`config.mk`:
```
export PLATFORM = sky130hd
export DESIGN_NAME = fifo_drain
export DESIGN_NICKNAME = d
export VERILOG_FILES = /design/src/rtl/fifo_drain_pkg.sv /design/src/rtl/fifo_drain_skid.sv /design/src/rtl/fifo_drain.sv
export SDC_FILE = /design/constraint.sdc
export NUM_CORES = 1
export LEC_CHECK = 0
export ABC_AREA = 1
export CORE_MARGIN = 10
export CORE_UTILIZATION = 25
export DETAILED_ROUTE_END_ITERATION = 12
export HOLD_SLACK_MARGIN = 0.03
export PLACE_DENSITY = 0.48
export SLEW_MARGIN = 20
export SYNTH_ARGS = -nofsm -noshare
export SYNTH_HDL_FRONTEND = slang
export SYNTH_SLANG_ARGS = --single-unit
export TNS_END_PERCENT = 100
```
`constraint.sdc`:
```
create_clock -name clk -period 2.1 [get_ports clk]
set_input_delay 0.63 -clock clk [delete_from_list [all_inputs] [get_ports clk]]
set_output_delay 0.63 -clock clk [all_outputs]
set_load 0.03 [all_outputs]
```
`src/rtl/fifo_drain_pkg.sv`:
```
`default_nettype none
// ============================================================================
// Module      : fifo_drain_pkg
// Description : Shared types and constants for the fifo_drain burst reader:
//               FSM state encoding, skid-buffer geometry and default
//               parameter values.
// Revision    : 1.0 - initial release
// ============================================================================
package fifo_drain_pkg;

  localparam int DEF_DATA_WIDTH = 16;
  localparam int DEF_BURST_LEN  = 4;

  // The skid depth must stay a power of two: the buffer pointers wrap
  // naturally at their bit width.
  localparam int SKID_DEPTH = 4;
  localparam int PTR_W      = $clog2(SKID_DEPTH);
  localparam int OCC_W      = $clog2(SKID_DEPTH + 1);

  typedef enum logic [1:0] {
    IDLE  = 2'd0,
    BURST = 2'd1,
    DRAIN = 2'd2
  } state_t;

endpackage
`default_nettype wire

```
`src/rtl/fifo_drain_skid.sv`:
```
`default_nettype none
// ============================================================================
// Module      : fifo_drain_skid
// Description : 4-entry in-order skid buffer holding {data, last} words
//               between the FIFO read port and the downstream handshake.
// Ports       : clk, reset_n          - clock, async active-low reset
//               push, push_data/last  - write one entry (caller ensures room)
//               pop                   - drop head entry (caller ensures data)
//               head_data, head_last  - current head entry
//               occupancy             - number of valid entries (0..4)
// Revision    : 1.0 - initial release
// ============================================================================
module fifo_drain_skid
  import fifo_drain_pkg::*;
#(
  parameter int DATA_WIDTH = DEF_DATA_WIDTH
) (
  input  logic                  clk,
  input  logic                  reset_n,
  input  logic                  push,
  input  logic [DATA_WIDTH-1:0] push_data,
  input  logic                  push_last,
  input  logic                  pop,
  output logic [DATA_WIDTH-1:0] head_data,
  output logic                  head_last,
  output logic [OCC_W-1:0]      occupancy
);

  logic [DATA_WIDTH-1:0] mem_data [SKID_DEPTH];
  logic [SKID_DEPTH-1:0] mem_last;
  logic [PTR_W-1:0]      wr_ptr;
  logic [PTR_W-1:0]      rd_ptr;

  // Storage is reset too so the downstream data/last outputs read zero
  // straight out of reset.
  always_ff @(posedge clk or negedge reset_n) begin
    if (!reset_n) begin
      wr_ptr    <= '0;
      rd_ptr    <= '0;
      occupancy <= '0;
      mem_last  <= '0;
      for (int i = 0; i < SKID_DEPTH; i++) begin
        mem_data[i] <= '0;
      end
    end else begin
      if (push) begin
        mem_data[wr_ptr] <= push_data;
        mem_last[wr_ptr] <= push_last;
        wr_ptr           <= wr_ptr + PTR_W'(1);
      end
      if (pop) begin
        rd_ptr <= rd_ptr + PTR_W'(1);
      end
      case ({push, pop})
        2'b10:   occupancy <= occupancy + OCC_W'(1);
        2'b01:   occupancy <= occupancy - OCC_W'(1);
        default: occupancy <= occupancy;
      endcase
    end
  end

  assign head_data = mem_data[rd_ptr];
  assign head_last = mem_last[rd_ptr];

endmodule
`default_nettype wire

```
`src/rtl/fifo_drain.sv`:
```
`default_nettype none
// ============================================================================
// Module      : fifo_drain
// Description : Pulls bursts of up to BURST_LEN words from an upstream FIFO
//               and presents them on a valid/ready stream with m_last
//               marking the end of each burst. Reads are buffered in a
//               4-entry skid so downstream back-pressure never drops words.
// Ports       : clk, reset_n                 - clock, async active-low reset
//               fifo_read_en, fifo_data_out  - FIFO read strobe / data (1-cycle
//                                              read latency)
//               fifo_empty, fifo_almost_empty- FIFO status flags
//               flush                        - drain even when almost empty
//               m_data, m_valid, m_ready,
//               m_last                       - downstream stream
//               busy                         - FSM not IDLE
//               word_count                   - accepted-transfer counter,
//                                              present only when the macro
//                                              FIFO_DRAIN_CNT_EN is defined
// Revision    : 1.0 - initial release
// ============================================================================
module fifo_drain
  import fifo_drain_pkg::*;
#(
  parameter int DATA_WIDTH = DEF_DATA_WIDTH,
  parameter int BURST_LEN  = DEF_BURST_LEN
) (
  input  logic                  clk,
  input  logic                  reset_n,
  output logic                  fifo_read_en,
  input  logic [DATA_WIDTH-1:0] fifo_data_out,
  input  logic                  fifo_empty,
  input  logic                  fifo_almost_empty,
  input  logic                  flush,
  output logic [DATA_WIDTH-1:0] m_data,
  output logic                  m_valid,
  input  logic                  m_ready,
  output logic                  m_last,
  output logic                  busy
`ifdef FIFO_DRAIN_CNT_EN
  ,
  output logic [15:0]           word_count
`endif
);

  localparam int SUM_W = OCC_W + 1;

  state_t           state;
  logic [7:0]       issued;     // reads strobed in the current burst
  logic [7:0]       captured;   // words captured in the current burst
  logic             in_flight;  // a read was strobed last cycle
  logic [OCC_W-1:0] occupancy;
  logic [SUM_W-1:0] committed;
  logic             pop;
  logic             cap_last;

  assign pop       = m_valid && m_ready;
  assign committed = SUM_W'(occupancy) + SUM_W'(in_flight);

  // A word is the burst's last if it completes BURST_LEN, or the FIFO has
  // run dry by the time it lands.
  assign cap_last  = (captured == 8'(BURST_LEN - 1)) || fifo_empty;

  // Combinational so it can never be high in a cycle where fifo_empty is.
  // No separate "last seen" flag is needed: capturing the last word moves
  // the FSM out of BURST in the same edge.
  assign fifo_read_en = (state == BURST) && !fifo_empty &&
                        (issued < 8'(BURST_LEN)) &&
                        (committed < SUM_W'(SKID_DEPTH));

  assign busy    = (state != IDLE);
  assign m_valid = (occupancy != '0);

  always_ff @(posedge clk or negedge reset_n) begin
    if (!reset_n) begin
      state     <= IDLE;
      issued    <= '0;
      captured  <= '0;
      in_flight <= 1'b0;
    end else begin
      in_flight <= fifo_read_en;
      case (state)
        IDLE: begin
          issued   <= '0;
          captured <= '0;
          if (!fifo_empty && (!fifo_almost_empty || flush)) begin
            state <= BURST;
          end
        end
        BURST: begin
          if (fifo_read_en) begin
            issued <= issued + 8'd1;
          end
          if (in_flight) begin
            captured <= captured + 8'd1;
            if (cap_last) begin
              state <= DRAIN;
            end
          end
        end
        DRAIN: begin
          if ((occupancy == '0) || ((occupancy == OCC_W'(1)) && pop)) begin
            state <= IDLE;
          end
        end
        default: state <= IDLE;
      endcase
    end
  end

  fifo_drain_skid #(
    .DATA_WIDTH (DATA_WIDTH)
  ) u_skid (
    .clk       (clk),
    .reset_n   (reset_n),
    .push      (in_flight),
    .push_data (fifo_data_out),
    .push_last (cap_last),
    .pop       (pop),
    .head_data (m_data),
    .head_last (m_last),
    .occupancy (occupancy)
  );

`ifdef FIFO_DRAIN_CNT_EN
  always_ff @(posedge clk or negedge reset_n) begin
    if (!reset_n) begin
      word_count <= '0;
    end else if (pop) begin
      word_count <= word_count + 16'd1;
    end
  end
`endif

endmodule
`default_nettype wire

```
-- Word-level counts from Yosys, hierarchy flattened
Cells that the tools add are included.
- bitwise logic cells: 2
- reduce and logical (&&, ||, !) cells: 22
- magnitude comparators: 8
- multiplexer cells: 21
- add/subtract/negate cells: 7
- equality and inequality tests: 11
- operator list (operator ; count):
    64-bit bitwise mux ; 1
    16-bit two-way mux ; 3
    16-bit binary-select mux with 2-bit select ; 1
    16-bit demux with 2-bit select ; 1
    8-bit one-hot mux with 2 select lines ; 2
    8-bit by 1-bit adder with 8-bit output, second input constant ; 2
    8-bit two-way mux ; 2
    8-bit by 2-bit == test with 1-bit output, second input constant ; 1
    1-bit logical AND ; 8
    8-bit by 3-bit < comparator with 1-bit output, second input constant ; 1
    2-bit two-way mux ; 4
    2-bit != test, second input constant ; 4
    3-bit >= comparator, second input constant ; 2
    2-bit by 3-bit < comparator with 1-bit output, second input constant ; 2
    2-bit inverter with 3-bit output ; 2
    2-bit one-hot mux with 3 select lines ; 1
    3-bit one-hot mux with 2 select lines ; 1
    2-bit nonzero test ; 3
    2-bit by 1-bit adder with 2-bit output, second input constant ; 2
    3-bit by 1-bit adder with 4-bit output ; 1
    4-bit bitwise mux ; 1
    2-bit by 1-bit == test with 1-bit output, second input constant ; 2
    2-bit == test, second input constant ; 2
    4-bit by 3-bit < comparator with 1-bit output, second input constant ; 1
    other kinds (16) ; 21
- output and inout bits: 20
- bits of input ports: 22
- logic and storage cells: 83
- register bits: 94

-- Depth between registers and ports, before layout
- depth after elaboration: 6
- gate-level depth with buffers: 11
- depth with buffers taken out: 11

-- Hierarchy
From an unflattened synthesis, not the netlist that was laid out.
- cell total of the unflattened synthesis: 572
- area, all modules: 4744.6 um^2
- by module, submodules not included (module ; sequential area each (um^2) ; times used ; area an instance (um^2) ; cells each):
    fifo_drain_skid ; 1876.8 ; 1 ; 3733.6 ; 438
    fifo_drain ; 475.5 ; 1 ; 1011.0 ; 134

-- Least setup slack after synthesis
No wires, ideal clock.
- path kind: reg-to-output
- start: reg u_skid.rd_ptr[1]
- end: out m_data[10]
- data required time: 1.470 ns
- stages on the path, launching flop included: 6
- path buffers: 2
- arrival time: 1.337 ns
- path slack: 0.133 ns
- cell sequence: dfrtp_1 buf_2 inv_1 buf_2 o21ai_0 o22ai_1
- cells in the longest elaborated chain, start to end: 4
- RTL lines (what ; RTL line ; source):
    from (decl) ; fifo_drain_skid.sv:32 ; logic [PTR_W-1:0] rd_ptr;
    from (signal assigned) ; fifo_drain_skid.sv:52 ; rd_ptr <= rd_ptr + PTR_W'(1);
    2-bit inverter with 3-bit output (not written as such) ; fifo_drain_skid.sv:62 ; assign head_data = mem_data[rd_ptr];
    16-bit binary-select mux with 2-bit select ; fifo_drain_skid.sv:62 ;
    16-bit two-way mux (not written as such) (2 in a row) ; fifo_drain_skid.sv:62 ;
    to (decl) ; fifo_drain.sv:34 ; output logic [DATA_WIDTH-1:0] m_data,
Every way passes these cells. The select of a mux whose other input is x is not followed.

-- Worst setup path after layout
- start: reg u_skid.rd_ptr[0]
- end: out m_data[13]
Same word-level chain as after synthesis.

==> run_summary.xml <==
<?xml version="1.0" encoding="UTF-8"?>
<metrics>
  <group name="placed_design">
    <metric name="dp.final_hpwl" unit="mm">7.23</metric>
    <metric name="buffer_ports.inserted" unit="">41</metric>
    <metric name="placement.setup.worst_slack" unit="ns">-0.168</metric>
    <metric name="gp_congestion" unit="">0.743</metric>
  </group>
  <group name="clock_tree">
    <metric name="cts-root-buf" unit="">clkbuf_16</metric>
    <metric name="htree_levels" unit="">3</metric>
    <metric name="cts_num_sinks" unit="">94</metric>
    <metric name="clockBufferDepth" unit="">2</metric>
    <metric name="clk_pin_slew_worst_paths" unit="ns">0.06</metric>
    <metric name="cts_tree" unit="">yes</metric>
    <metric name="clock_latency" unit="ns">0.34</metric>
    <metric name="cts_hold_buf" unit="">0</metric>
    <metric name="cts-buffers-inserted" unit="">9</metric>
  </group>
  <group name="detailed_routing">
    <metric name="ant_nets" unit="">0</metric>
    <metric name="drt_first_iter_violations" unit="">158</metric>
    <metric name="dr_total_vias" unit="">3539</metric>
    <metric name="drc" unit="">0</metric>
    <metric name="detail_route.vias_per_cell" unit="">4.48</metric>
    <metric name="detailed_routing_iteration_count_for_the_pre_antenna_repair_pass" unit="">4</metric>
    <metric name="postRouteWirelength" unit="mm">11.5</metric>
    <metric name="routedWlPerCell" unit="µm">14.6</metric>
  </group>
  <group name="sta">
    <metric name="final_count_of_negative_setup_slack_endpoints" unit="">9</metric>
    <metric name="maximum_achievable_frequency" unit="GHz">0.465</metric>
    <metric name="post-route-period-util" unit="%">102</metric>
    <metric name="grt_setup_unrepaired" unit="">yes</metric>
    <metric name="final_slew_violations" unit="">0</metric>
    <metric name="final.setup_skew" unit="ns">0.00682</metric>
    <metric name="tightestPinTransition" unit="ns">0.635</metric>
    <metric name="setup_slack" unit="ns">-0.0484</metric>
    <metric name="setup_total_negative_slack" unit="ns">-0.172</metric>
    <metric name="final_hold_viol_count" unit="">0</metric>
    <metric name="post_layout_minimum_cycle_time" unit="ns">2.15</metric>
    <metric name="worst_hold_slack" unit="ns">0.156</metric>
    <metric name="worst_slew_margin_rel" unit="%">57.5</metric>
  </group>
  <group name="run_status">
    <metric name="failed_checks" unit="">negative setup slack</metric>
    <metric name="run_status" unit="">finished, violations left</metric>
  </group>
  <group name="die">
    <metric name="num_io_pins" unit="">42</metric>
    <metric name="initial_utilization" unit="%">25.2</metric>
    <metric name="coreArea" unit="mm²">0.0172</metric>
    <metric name="placement_rows" unit="">48</metric>
    <metric name="die_area" unit="mm²">0.0230</metric>
    <metric name="die_width" unit="µm">152</metric>
    <metric name="die-height" unit="µm">152</metric>
  </group>
  <group name="global_routing">
    <metric name="number_of_antenna_violations_at_the_first_check_in_global_routing" unit="">0</metric>
    <metric name="remaining_global_route_overflow" unit="">0</metric>
    <metric name="gr-usage-all-layers" unit="%">9.82</metric>
    <metric name="grt_start_max_net_pins" unit="">61</metric>
    <metric name="grt_pass1_wl" unit="mm">18.0</metric>
    <metric name="first_global_vias" unit="">3548</metric>
  </group>
  <group name="synth">
    <metric name="synth_top_area_share" unit="%">54.3</metric>
    <metric name="synth_nets" unit="">537</metric>
    <metric name="seq_area_frac_synth" unit="%">54.3</metric>
    <metric name="synthCells" unit="">504</metric>
    <metric name="yosys.area.top_type" unit="">dfrtp_1</metric>
    <metric name="yosys-top-cells-count" unit="">o21ai_0, nand2_1, dfrtp_1</metric>
    <metric name="area_share_of_fa_ha_maj_cells_after_synthesis" unit="%">3.17</metric>
    <metric name="yosysWarnings" unit="">0</metric>
    <metric name="synthesis.area_per_instance" unit="µm²">8.60</metric>
    <metric name="flip_flop_and_latch_count_after_synthesis" unit="">94</metric>
    <metric name="synth.most_common_cell" unit="">o21ai_0</metric>
    <metric name="synth_area" unit="mm²">0.00434</metric>
    <metric name="synth_async_sr_flop_share" unit="%">100</metric>
    <metric name="area_share_of_and_or_nand_nor_cells_after_synthesis" unit="%">18.7</metric>
    <metric name="muxShareOfSynthArea" unit="%">0</metric>
    <metric name="synth_top_family_by_area" unit="">simple AND/OR/NAND/NOR gates</metric>
    <metric name="postSynth.topFlopCell" unit="">dfrtp_1</metric>
    <metric name="yosysUniqueCellTypes" unit="">25</metric>
    <metric name="synthXorXnorAreaFrac" unit="%">1.41</metric>
    <metric name="synth_compound_area_share" unit="%">15.7</metric>
    <metric name="synthTopCellsByArea" unit="">dfrtp_1, o21ai_0, nand2_1, nor2_1, inv_1</metric>
    <metric name="count_of_flip_flops_with_a_built_in_enable_after_synthesis" unit="">0</metric>
  </group>
  <group name="setup_path">
    <metric name="critPathTopFamily" unit="">buffers and inverters</metric>
    <metric name="max_fo_critical_path" unit="">7</metric>
    <metric name="worst-endpoint-arrival" unit="ns">1.52</metric>
    <metric name="timing.critical_path.cells" unit="">clkinv_4 -&gt; clkbuf_16 -&gt; nor2_4 -&gt; o22ai_2 -&gt; buf_6</metric>
    <metric name="critical_path_cell_with_the_highest_stage_delay" unit="">dfrtp_2</metric>
    <metric name="cp_slowest_stage_delay" unit="ns">0.45</metric>
    <metric name="reg2reg_from" unit="">u_skid.occupancy[0]</metric>
    <metric name="crit_required" unit="ns">1.47</metric>
    <metric name="number_of_buffer_and_inverter_stages_on_the_critical_path" unit="">3</metric>
    <metric name="timing.critical_path.to_type" unit="">output port</metric>
    <metric name="setup.worst_path.start_class" unit="">flop</metric>
    <metric name="startpoint" unit="">u_skid.rd_ptr[0]</metric>
    <metric name="crit_type" unit="">reg -&gt; out</metric>
  </group>
  <group name="job">
    <metric name="max_cap_violations" unit="">0</metric>
  </group>
  <group name="cells_and_area">
    <metric name="n_antenna_cell" unit="">0</metric>
    <metric name="areaGrowthSynthToFinish" unit="%">34.5</metric>
    <metric name="final_nets" unit="">596</metric>
    <metric name="ratio_of_cells_with_drive_above_1_in_the_final_layout" unit="%">23.0</metric>
  </group>
  <group name="power">
    <metric name="power.ir.vdd_worst" unit="µV">822</metric>
    <metric name="p_per_area" unit="mW/mm²">1710</metric>
    <metric name="standby_leakage_power" unit="nW">2.71</metric>
  </group>
  <group name="hold_path">
    <metric name="min-delay-path-class" unit="">in -&gt; async</metric>
  </group>
</metrics>
area by class of cell:
type                    count  area [µm²]
fillers                  1819       11300
flip-flops and latches     94        2350
multi-input cells         340        1950
repair buffers             72         783
well taps                 225         282
clock buffers               9         225
inverters                  46         180
clock inverters             4        51.3
what timing repair did:
item	in CTS	in global routing
resized for setup	6	109
buffers inserted	0	4
endpoints found under the setup margin	18	19
pin swaps	3	16
gates cloned	0	6
hold endpoints to repair	0	0
cell usage in the layout, fill, tap and decap left out, drive strengths merged, types with 4 or more instances in the layout:
| master | count |
|---|---|
| clkdlybuf4s50 | 19 |
| nor2 | 58 |
| o21ai | 111 |
| buf | 48 |
| o22ai | 18 |
| ha | 11 |
| nand3 | 19 |
| dfrtp | 94 |
| inv | 45 |
| nand2 | 109 |
| xnor2 | 4 |
| clkbuf | 12 |
report_power, final:
| group | switching, mW | total [mW] | internal [mW] |
|---|---|---|---|
| Clock | 0.671 | 1.57 | 0.902 |
| Combinational | 2.95 | 5.23 | 2.28 |
| Sequential | 0.576 | 3.19 | 2.62 |
sequential cells by signal (all words and copies together), names as in the netlist:
| signal | flops |
|---|---|
| u_skid.rd_ptr | 2 |
| u_skid.mem_last | 4 |
| issued | 8 |
| captured | 8 |
| u_skid.wr_ptr | 2 |
| in_flight | 1 |
| state | 2 |
| u_skid.mem_data | 64 |
| u_skid.occupancy | 3 |
final timing paths:
path	end	slack (ns)	cells past startpoint
worst max-delay path	m_data[13]	-0.05	5
worst min register to register	u_skid.mem_data[28]	0.48	2
worst max register to register	u_skid.occupancy[2]	0.39	10
max in group asynchronous	u_skid.rd_ptr[0]	1.34	2
min in group clk	u_skid.mem_data[28]	0.48	2
worst min-delay path	issued[2]	0.16	1
worst reg2reg max path, stage by stage (launching register included):
cell and delay [ns]:
dfrtp_2 0.43, inv_1 0.09, ha_1 0.15, nand2_1 0.07, nand2_1 0.10, inv_1 0.07
ha_1 0.29, nor2_1 0.11, o21ai_0 0.11, xor2_1 0.14, inv_1 0.05
cells by family (layout without fill, tap and decap cells):
family,Yosys count,after routing
buffers and inverters,70,131
AO/OA/AOI/OAI,131,131
XOR/XNOR,7,7
flip-flops,94,94
AND/OR/NAND/NOR,191,191
adder cells (fa/ha/maj),11,11
metrics by stage:
stage / cells / power [mW] / area, µm² / util, %
3_5_place_dp: 767 / 7.19 / 5060 / 29.5
4_1_cts: 780 / 8.84 / 5360 / 31.2
5_1_grt: 790 / 10.8 / 5830 / 33.9
3_3_place_gp: 767 / 7.10 / 5060 / 29.5
6_report: 790 / 10.0 / 5830 / 33.9
2_1_floorplan: 504 / 5.70 / 4340 / -
per-layer routing:
layer	track usage [%]	part of all wire, %
met4	3.00	1.1
met5	0	0
met3	3.47	5.3
met1	12.2	45
met2	15.7	49
No activity file was read; power rests on OpenSTA's default activity.
